`config.mk`:
```
export PLATFORM = sky130hd
export DESIGN_NAME = instr_mem_loader
export DESIGN_NICKNAME = d
export VERILOG_FILES = /design/src/rtl/instr_mem_loader.sv
export SDC_FILE = /design/constraint.sdc
export NUM_CORES = 2
export LEC_CHECK = 0
export ABC_CLOCK_PERIOD_IN_PS = 2490
export CAP_MARGIN = 20
export CORE_MARGIN = 3
export CORE_UTILIZATION = 42
export CTS_BUF_LIST = sky130_fd_sc_hd__clkbuf_4 sky130_fd_sc_hd__clkbuf_8 sky130_fd_sc_hd__clkbuf_16
export DETAILED_ROUTE_END_ITERATION = 10
export REMOVE_ABC_BUFFERS = 1
export SYNTH_ARGS = -nofsm -noshare
export SYNTH_HDL_FRONTEND = slang
export SYNTH_SLANG_ARGS = --single-unit
```
`constraint.sdc`:
```
create_clock -name clk -period 2.49 [get_ports clk]
set_input_delay 0.249 -clock clk [delete_from_list [all_inputs] [get_ports clk]]
set_output_delay 0.249 -clock clk [all_outputs]
set_load 0.005 [all_outputs]
```
`src/rtl/instr_mem_loader.sv`:
```
// Instruction memory loader: streams a program into a 2**ADDR_W byte memory, then serves combinational fetches (optional LOADER_CHECKSUM_EN).
// Latency: a byte is written on the edge it is accepted and done rises on that edge for the final byte; load_ready drops whenever the loader is not in LOAD.
module instr_mem_loader #(
  parameter int ADDR_W = 8,
  parameter int DATA_W = 8
) (
  input  logic              clk,
  input  logic              reset,
  input  logic              load_start,
  input  logic              load_valid,
  input  logic [DATA_W-1:0] load_data,
  input  logic              load_last,
  output logic              load_ready,
  input  logic [ADDR_W-1:0] fetch_addr,
  output logic [DATA_W-1:0] fetch_data,
  output logic              busy,
  output logic              done,
  output logic              ovf,
  output logic [ADDR_W:0]   load_count
`ifdef LOADER_CHECKSUM_EN
  ,
  output logic [DATA_W-1:0] checksum
`endif
);

  localparam int DEPTH = 1 << ADDR_W;
  localparam logic [ADDR_W-1:0] ADDR_LAST = '1;

  typedef enum logic [1:0] {
    ST_IDLE,
    ST_LOAD,
    ST_DONE
  } state_t;

  state_t              state_q, state_d;
  logic [ADDR_W-1:0]   addr_q, addr_d;
  logic [ADDR_W:0]     load_count_q, load_count_d;
  logic                load_ready_q, load_ready_d;
  logic                busy_q, busy_d;
  logic                done_q, done_d;
  logic                ovf_q, ovf_d;
  logic                xfer;
  logic                at_last_addr;
  logic [DATA_W-1:0]   mem_q [DEPTH];
`ifdef LOADER_CHECKSUM_EN
  logic [DATA_W-1:0]   checksum_q, checksum_d;
`endif

  // load_ready_q is only high in LOAD, so it alone qualifies a transfer
  assign xfer         = load_valid & load_ready_q;
  assign at_last_addr = (addr_q == ADDR_LAST);

  always_comb begin
    state_d      = state_q;
    addr_d       = addr_q;
    load_count_d = load_count_q;
    load_ready_d = load_ready_q;
    busy_d       = busy_q;
    done_d       = done_q;
    ovf_d        = ovf_q;
`ifdef LOADER_CHECKSUM_EN
    checksum_d   = checksum_q;
`endif
    case (state_q)
      ST_IDLE, ST_DONE: begin
        if (load_start) begin
          state_d      = ST_LOAD;
          addr_d       = '0;
          load_count_d = '0;
          load_ready_d = 1'b1;
          busy_d       = 1'b1;
          done_d       = 1'b0;
          ovf_d        = 1'b0;
`ifdef LOADER_CHECKSUM_EN
          checksum_d   = '0;
`endif
        end
      end
      ST_LOAD: begin
        if (xfer) begin
          load_count_d = load_count_q + (ADDR_W+1)'(1);
`ifdef LOADER_CHECKSUM_EN
          checksum_d   = checksum_q + load_data;
`endif
          // The top address is terminal: addr holds there instead of wrapping
          if (!at_last_addr) begin
            addr_d = addr_q + ADDR_W'(1);
          end
          if (load_last || at_last_addr) begin
            state_d      = ST_DONE;
            load_ready_d = 1'b0;
            busy_d       = 1'b0;
            done_d       = 1'b1;
            ovf_d        = ~load_last;
          end
        end
      end
      default: begin
        state_d      = ST_IDLE;
        load_ready_d = 1'b0;
        busy_d       = 1'b0;
        done_d       = 1'b0;
        ovf_d        = 1'b0;
      end
    endcase
  end

  always_ff @(posedge clk or negedge reset) begin
    if (!reset) begin
      state_q      <= ST_IDLE;
      addr_q       <= '0;
      load_count_q <= '0;
      load_ready_q <= 1'b0;
      busy_q       <= 1'b0;
      done_q       <= 1'b0;
      ovf_q        <= 1'b0;
`ifdef LOADER_CHECKSUM_EN
      checksum_q   <= '0;
`endif
    end else begin
      state_q      <= state_d;
      addr_q       <= addr_d;
      load_count_q <= load_count_d;
      load_ready_q <= load_ready_d;
      busy_q       <= busy_d;
      done_q       <= done_d;
      ovf_q        <= ovf_d;
`ifdef LOADER_CHECKSUM_EN
      checksum_q   <= checksum_d;
`endif
    end
  end

  // Program memory survives reset so a core can restart on the retained image
  always_ff @(posedge clk) begin
    if (xfer) begin
      mem_q[addr_q] <= load_data;
    end
  end

  assign fetch_data = busy_q ? '0 : mem_q[fetch_addr];
  assign load_ready = load_ready_q;
  assign busy       = busy_q;
  assign done       = done_q;
  assign ovf        = ovf_q;
  assign load_count = load_count_q;
`ifdef LOADER_CHECKSUM_EN
  assign checksum   = checksum_q;
`endif

endmodule

```
Word-level counts from Yosys, hierarchy flattened

Memory sizes are Yosys's and may differ from the RTL's.
Cells that the tools add are included.

Bits in registers: 22
Bits in writable memories: 2,048
Input port bits: 21
Output and inout bits: 21
Word-level logic and storage cells: 50
Memories: 1

Add/sub/neg operators: 2
Eq/ne operators: 7
Multiplexer cells: 25
Bitwise operators: 2
Reductions and logical operators: 7

Memories:

| memory | words | bits a word | rd ports | clocked after Yosys merged registers in | wr ports | line | text |
|---|---|---|---|---|---|---|---|
| mem_q  | 256   | 8           | 1        | 0                                       | 1        | 44   | `logic [DATA_W-1:0] mem_q [DEPTH];` |

Operator list:

| cell                | number |
|---|---|
| $mux 8              | 4 |
| $mux 9              | 2 |
| $pmux 9 s2          | 1 |
| $pmux 8 s2          | 1 |
| $mux 1              | 10 |
| $add 9x1->9 const B | 1 |
| $add 8x1->8 const B | 1 |
| $eq 8x8->1 const B  | 1 |
| $ne 2x2->1 const B  | 4 |
| $mux 2              | 3 |
| $pmux 1 s2          | 3 |
| $reduce_and 3->1    | 2 |
| $pmux 2 s2          | 1 |
| $reduce_and 4->1    | 1 |
| $eq 2x1->1 const B  | 1 |
| $eq 2x2->1 const B  | 1 |
| $logic_not 2->1     | 1 |
| $reduce_bool 2->1   | 1 |
| $reduce_or 2->1     | 1 |
| $and 1x1->1         | 1 |
| $logic_or 1x1->1    | 1 |
| $not 1->1           | 1 |

Depth between registers and ports, before layout

Word-level depth: 5
Depth in mapped cells: 13
Depth with buffers taken out: 8

Least setup slack after synthesis

OpenSTA, ideal clock, no wires.

Path kind: input -> output
From: in fetch_addr[0]
To: out fetch_data[5]
Arrival: 2.113 ns
Data required time: 2.241 ns
Path slack: 0.128 ns
Cell stages on the path: 10
Path buffers: 4
Cells stage by stage: buf_6 -> buf_12 -> buf_6 -> buf_4 -> mux4_2 -> a211oi_1 -> nand3_1 -> o2111ai_1 -> a21oi_1 -> a22o_1

Word-level cells in the longest chain between the ends: 2

RTL lines:

| element         | line | text |
|---|---|---|
| start, declared | 14   | `input logic [ADDR_W-1:0] fetch_addr,` |
| $mem_v2 256x8   | n/a  |  |
| $mux 8          | 141  | `assign fetch_data = busy_q ? '0 : mem_q[fetch_addr];` |
| end, declared   | 15   | `output logic [DATA_W-1:0] fetch_data,` |

Every way passes these cells.

Worst setup path in the final report

From: mem mem_q[46][1]
To: out fetch_data[1]

Word-level cells in the longest chain between the ends: 2

RTL lines:

| element         | line |
|---|---|
| start, declared | 44 |
| $mem_v2 256x8   | n/a |
| $mux 8          | 141 |

Every way passes these cells.

==> results.py <==
metrics = {
    "status": {
        "status": "finished with violations",
        "violations": "setup timing",
    },
    "logic_synthesis": {
        "synth.area.top_cells": "edfxtp_1, mux4_2, mux2i_1",
        "synthSimpleGateAreaFrac_pct": 3.75,
        "synth_top_flop_cell": "edfxtp_1",
        "syn_avg_cell_area_sq_um": 19.6,
        "syn_inst": 4158,
        "ys_seq_area_share_pct": 76.1,
        "synth_mux_area_share_pct": 14.2,
        "netlist_area_sq_um": 81500,
        "synth_top_area_share_pct": 75.4,
        "synth_edf_count": 2048,
        "synth_xor_area_share_pct": 0.118,
        "async_reset_ff_share_pct": 1.01,
        "synth_cell_types": 72,
        "synthAdderAreaFrac_pct": 0.0768,
        "yosys.area.top_type": "edfxtp_1",
        "ys_ff_latch": 2069,
        "ys_warn_count": 0,
        "synth_compound_area_share_pct": 3.52,
        "synth_top_family_by_area": "multiplexers",
    },
    "min_path": {
        "hold_path.class": "input port to flop",
    },
    "floorplanning": {
        "die_h_microns": 447,
        "ios": 42,
        "die_width_microns": 447,
        "dieArea_sq_um": 199000,
        "start_util_pct": 42.3,
        "rows": 161,
        "core_area_sq_um": 193000,
    },
    "place": {
        "dp_hpwl_mm": 150,
        "gp_congestion": 0.908,
        "dp_cells": 7327,
        "io_buffers": 41,
    },
    "timing": {
        "layout_setup_ws_ns": -0.931,
        "skew_ns": 0.0307,
        "finalMaxSlewViolations": 0,
        "rsz0062_at_grt": "true",
        "setup_tns_ns": -7.07,
        "hold_viol": 0,
        "setup_viol": 8,
        "slew_headroom_pct": 37.1,
        "tightest_slew_ns": 0.943,
        "hold_ws_ns": 0.0349,
        "fmax_mhz": 292,
        "timing.final.crit_share_pct": 137,
        "fin_crit_ns": 3.42,
    },
    "global_routing": {
        "grt_pass1_vias": 44100,
        "antenna_found_initial": 5,
        "track_usage_pct": 22.6,
        "grt_max_degree": 107,
        "overflow": 0,
        "grt_pass1_wl_mm": 324,
    },
    "clock_tree": {
        "clock_path_buffers": 3,
        "htree_num_levels": 4,
        "clk_latency_ns": 0.84,
        "cts.root.buffer_cell": "clkbuf_16",
        "cts_sinks": 2069,
        "numCtsBuffers": 201,
        "cts_tree": "done",
        "path_clk_slew_ns": 0.06,
    },
    "critical_path": {
        "crit_arrival_ns": 3.17,
        "worstSetupPathType": "flop to output port",
        "critPathMaxFanout": 2,
        "crit_required_ns": 2.24,
        "startpoint_type": "flop",
        "end_kind": "output port",
    },
    "finish": {
        "fin_util_pct": 51.2,
        "area_growth_pct": 21.0,
        "nNetsFinal": 5038,
        "fin_cells": 7715,
        "drive_gt1_share_pct": 32.5,
    },
    "pwr": {
        "p_per_area_nw_per_um2": 764,
        "peakVddDrop_mv": 0.746,
        "p_leak_nw": 33.1,
        "finalPower_w": 0.0754,
    },
    "detailed_routing": {
        "routed_wl_mm": 225,
        "vias": 44500,
        "via_per_inst": 5.77,
        "drtPass1Iterations": 6,
        "avgRoutedWirePerCell_microns": 29.1,
        "antenna_left": 0,
        "drc": 0,
        "dr.first_iter.drc_count": 5582,
    },
    "run": {
        "cap_violations": 0,
    },
}
flip-flops by register name, indices dropped and copies added (netlist names):
register	count
state_q	2
mem_q	2048
busy	1
load_count	9
addr_q	8
ovf	1
layout by cell type, fill, tap and decap left out, drive strengths merged, types with 5 or more instances in the layout:
cell type and count:
nor4 23, o22ai 108, clkdlybuf4s50 21, clkinv 99
a22oi 43, or3 6, mux2i 327, and2 5
and3 5, nand3b 5, o32ai 9, dfrtp 21
xor2 11, buf 871, or4 7, edfxtp 2048
o21ai 52, dlygate4sd3 7, nand2 138, a2111oi 5
clkbuf 243, bufinv 22, o221ai 53, inv 17
a211oi 34, mux4 365, nand3 54, nor2 340
a21oi 77, nor3 65, nand4 22, ha 5
nor2b 11, o31ai 10, clkinvlp 12, a31oi 9
power breakdown:
part	leakage, nW	internal [W]	switching, W
Combinational	11.1	0.00240	0.00357
Clock	3.34	0.0177	0.0132
Sequential	18.7	0.0384	0.0000802
Total	33.1	0.0585	0.0169
worst paths after layout:
path	from	end	slack (ns)	cells past startpoint
max in group asynchronous	reset	addr_q[6]$_DFFE_PN0P_	1.96	3
min reg2reg	ovf$_DFFE_PN0P_	ovf$_DFFE_PN0P_	0.54	2
max	mem_q[46][1]$_DFFE_PP_	fetch_data[1]	-0.93	8
min in group asynchronous	reset	load_count[7]$_DFFE_PN0P_	0.30	3
min	load_data[7]	mem_q[123][7]$_DFFE_PP_	0.03	1
max reg2reg	addr_q[3]$_DFFE_PN0P_	mem_q[59][6]$_DFFE_PP_	0.22	5
worst max-delay path, stage by stage (launching register included):
cell,delay (ns)
edfxtp_1,0.36
mux2i_2,0.10
o221ai_2,0.26
nor3_2,0.08
nor4_1,0.28
nand4_1,0.34
or4_4,0.57
o31ai_4,0.14
buf_2,0.19
final cells by class:
class	count	area (sq um)
Inverter	8	33.8
Antenna cell	2	5.00
Sequential cell	2069	62000
Clock buffer	236	5340
Tap cell	2526	3160
Multi-Input combinational cell	1826	18400
Fill cell	15300	94100
Clock inverter	142	1450
Timing Repair Buffer	906	8180
synthesized netlist by cell type, types with 16 or more instances:
cell type	number
a211oi_1	34
a21oi_1	77
a22oi_1	43
buf_12	18
buf_2	53
buf_4	25
buf_6	27
buf_8	16
clkbuf_1	104
dfrtp_1	21
edfxtp_1	2048
mux2i_1	327
mux4_2	353
nand2_1	138
nand3_1	54
nand4_1	22
nor2_1	336
nor3_1	64
nor4_1	23
o21ai_0	49
o221ai_1	51
o22ai_1	99
logic make-up (layout without fill, tap and decap cells):
family | Yosys count | after routing
xor+xnor | 11 | 11
other cells | 0 | 2
fa+ha+maj | 5 | 5
compound gates | 420 | 420
simple gates | 695 | 695
buf+inv | 263 | 1292
flops | 2069 | 2069
mux | 695 | 695
through the flow:
step,cell area (sq um),setup slack (ns)
global route,98600,-1.09
floorplan,79700,-1.55
finish,98600,-0.931
detailed placement,91000,-1.87
global placement,91000,-1.92
CTS,98400,-1.24
repair_timing:
action	4_1_cts	5_1_grt
setup buffers	4	2
pin swaps	24	30
setup endpoints to repair	8	10
resized for setup	154	49
hold endpoints to repair	324	0
hold buffers	7	0
metal layers:
metal / global-route usage (%) / share of wire [%] / up-vias
met1: 32.3 / 42 / 23400
met2: 35.8 / 48 / 1892
li1: - / - / 18800
met4: 7.09 / 3.3 / 0
met3: 3.62 / 7.5 / 342
met5: 0 / 0 / -
(Power assumes the default switching activity.)
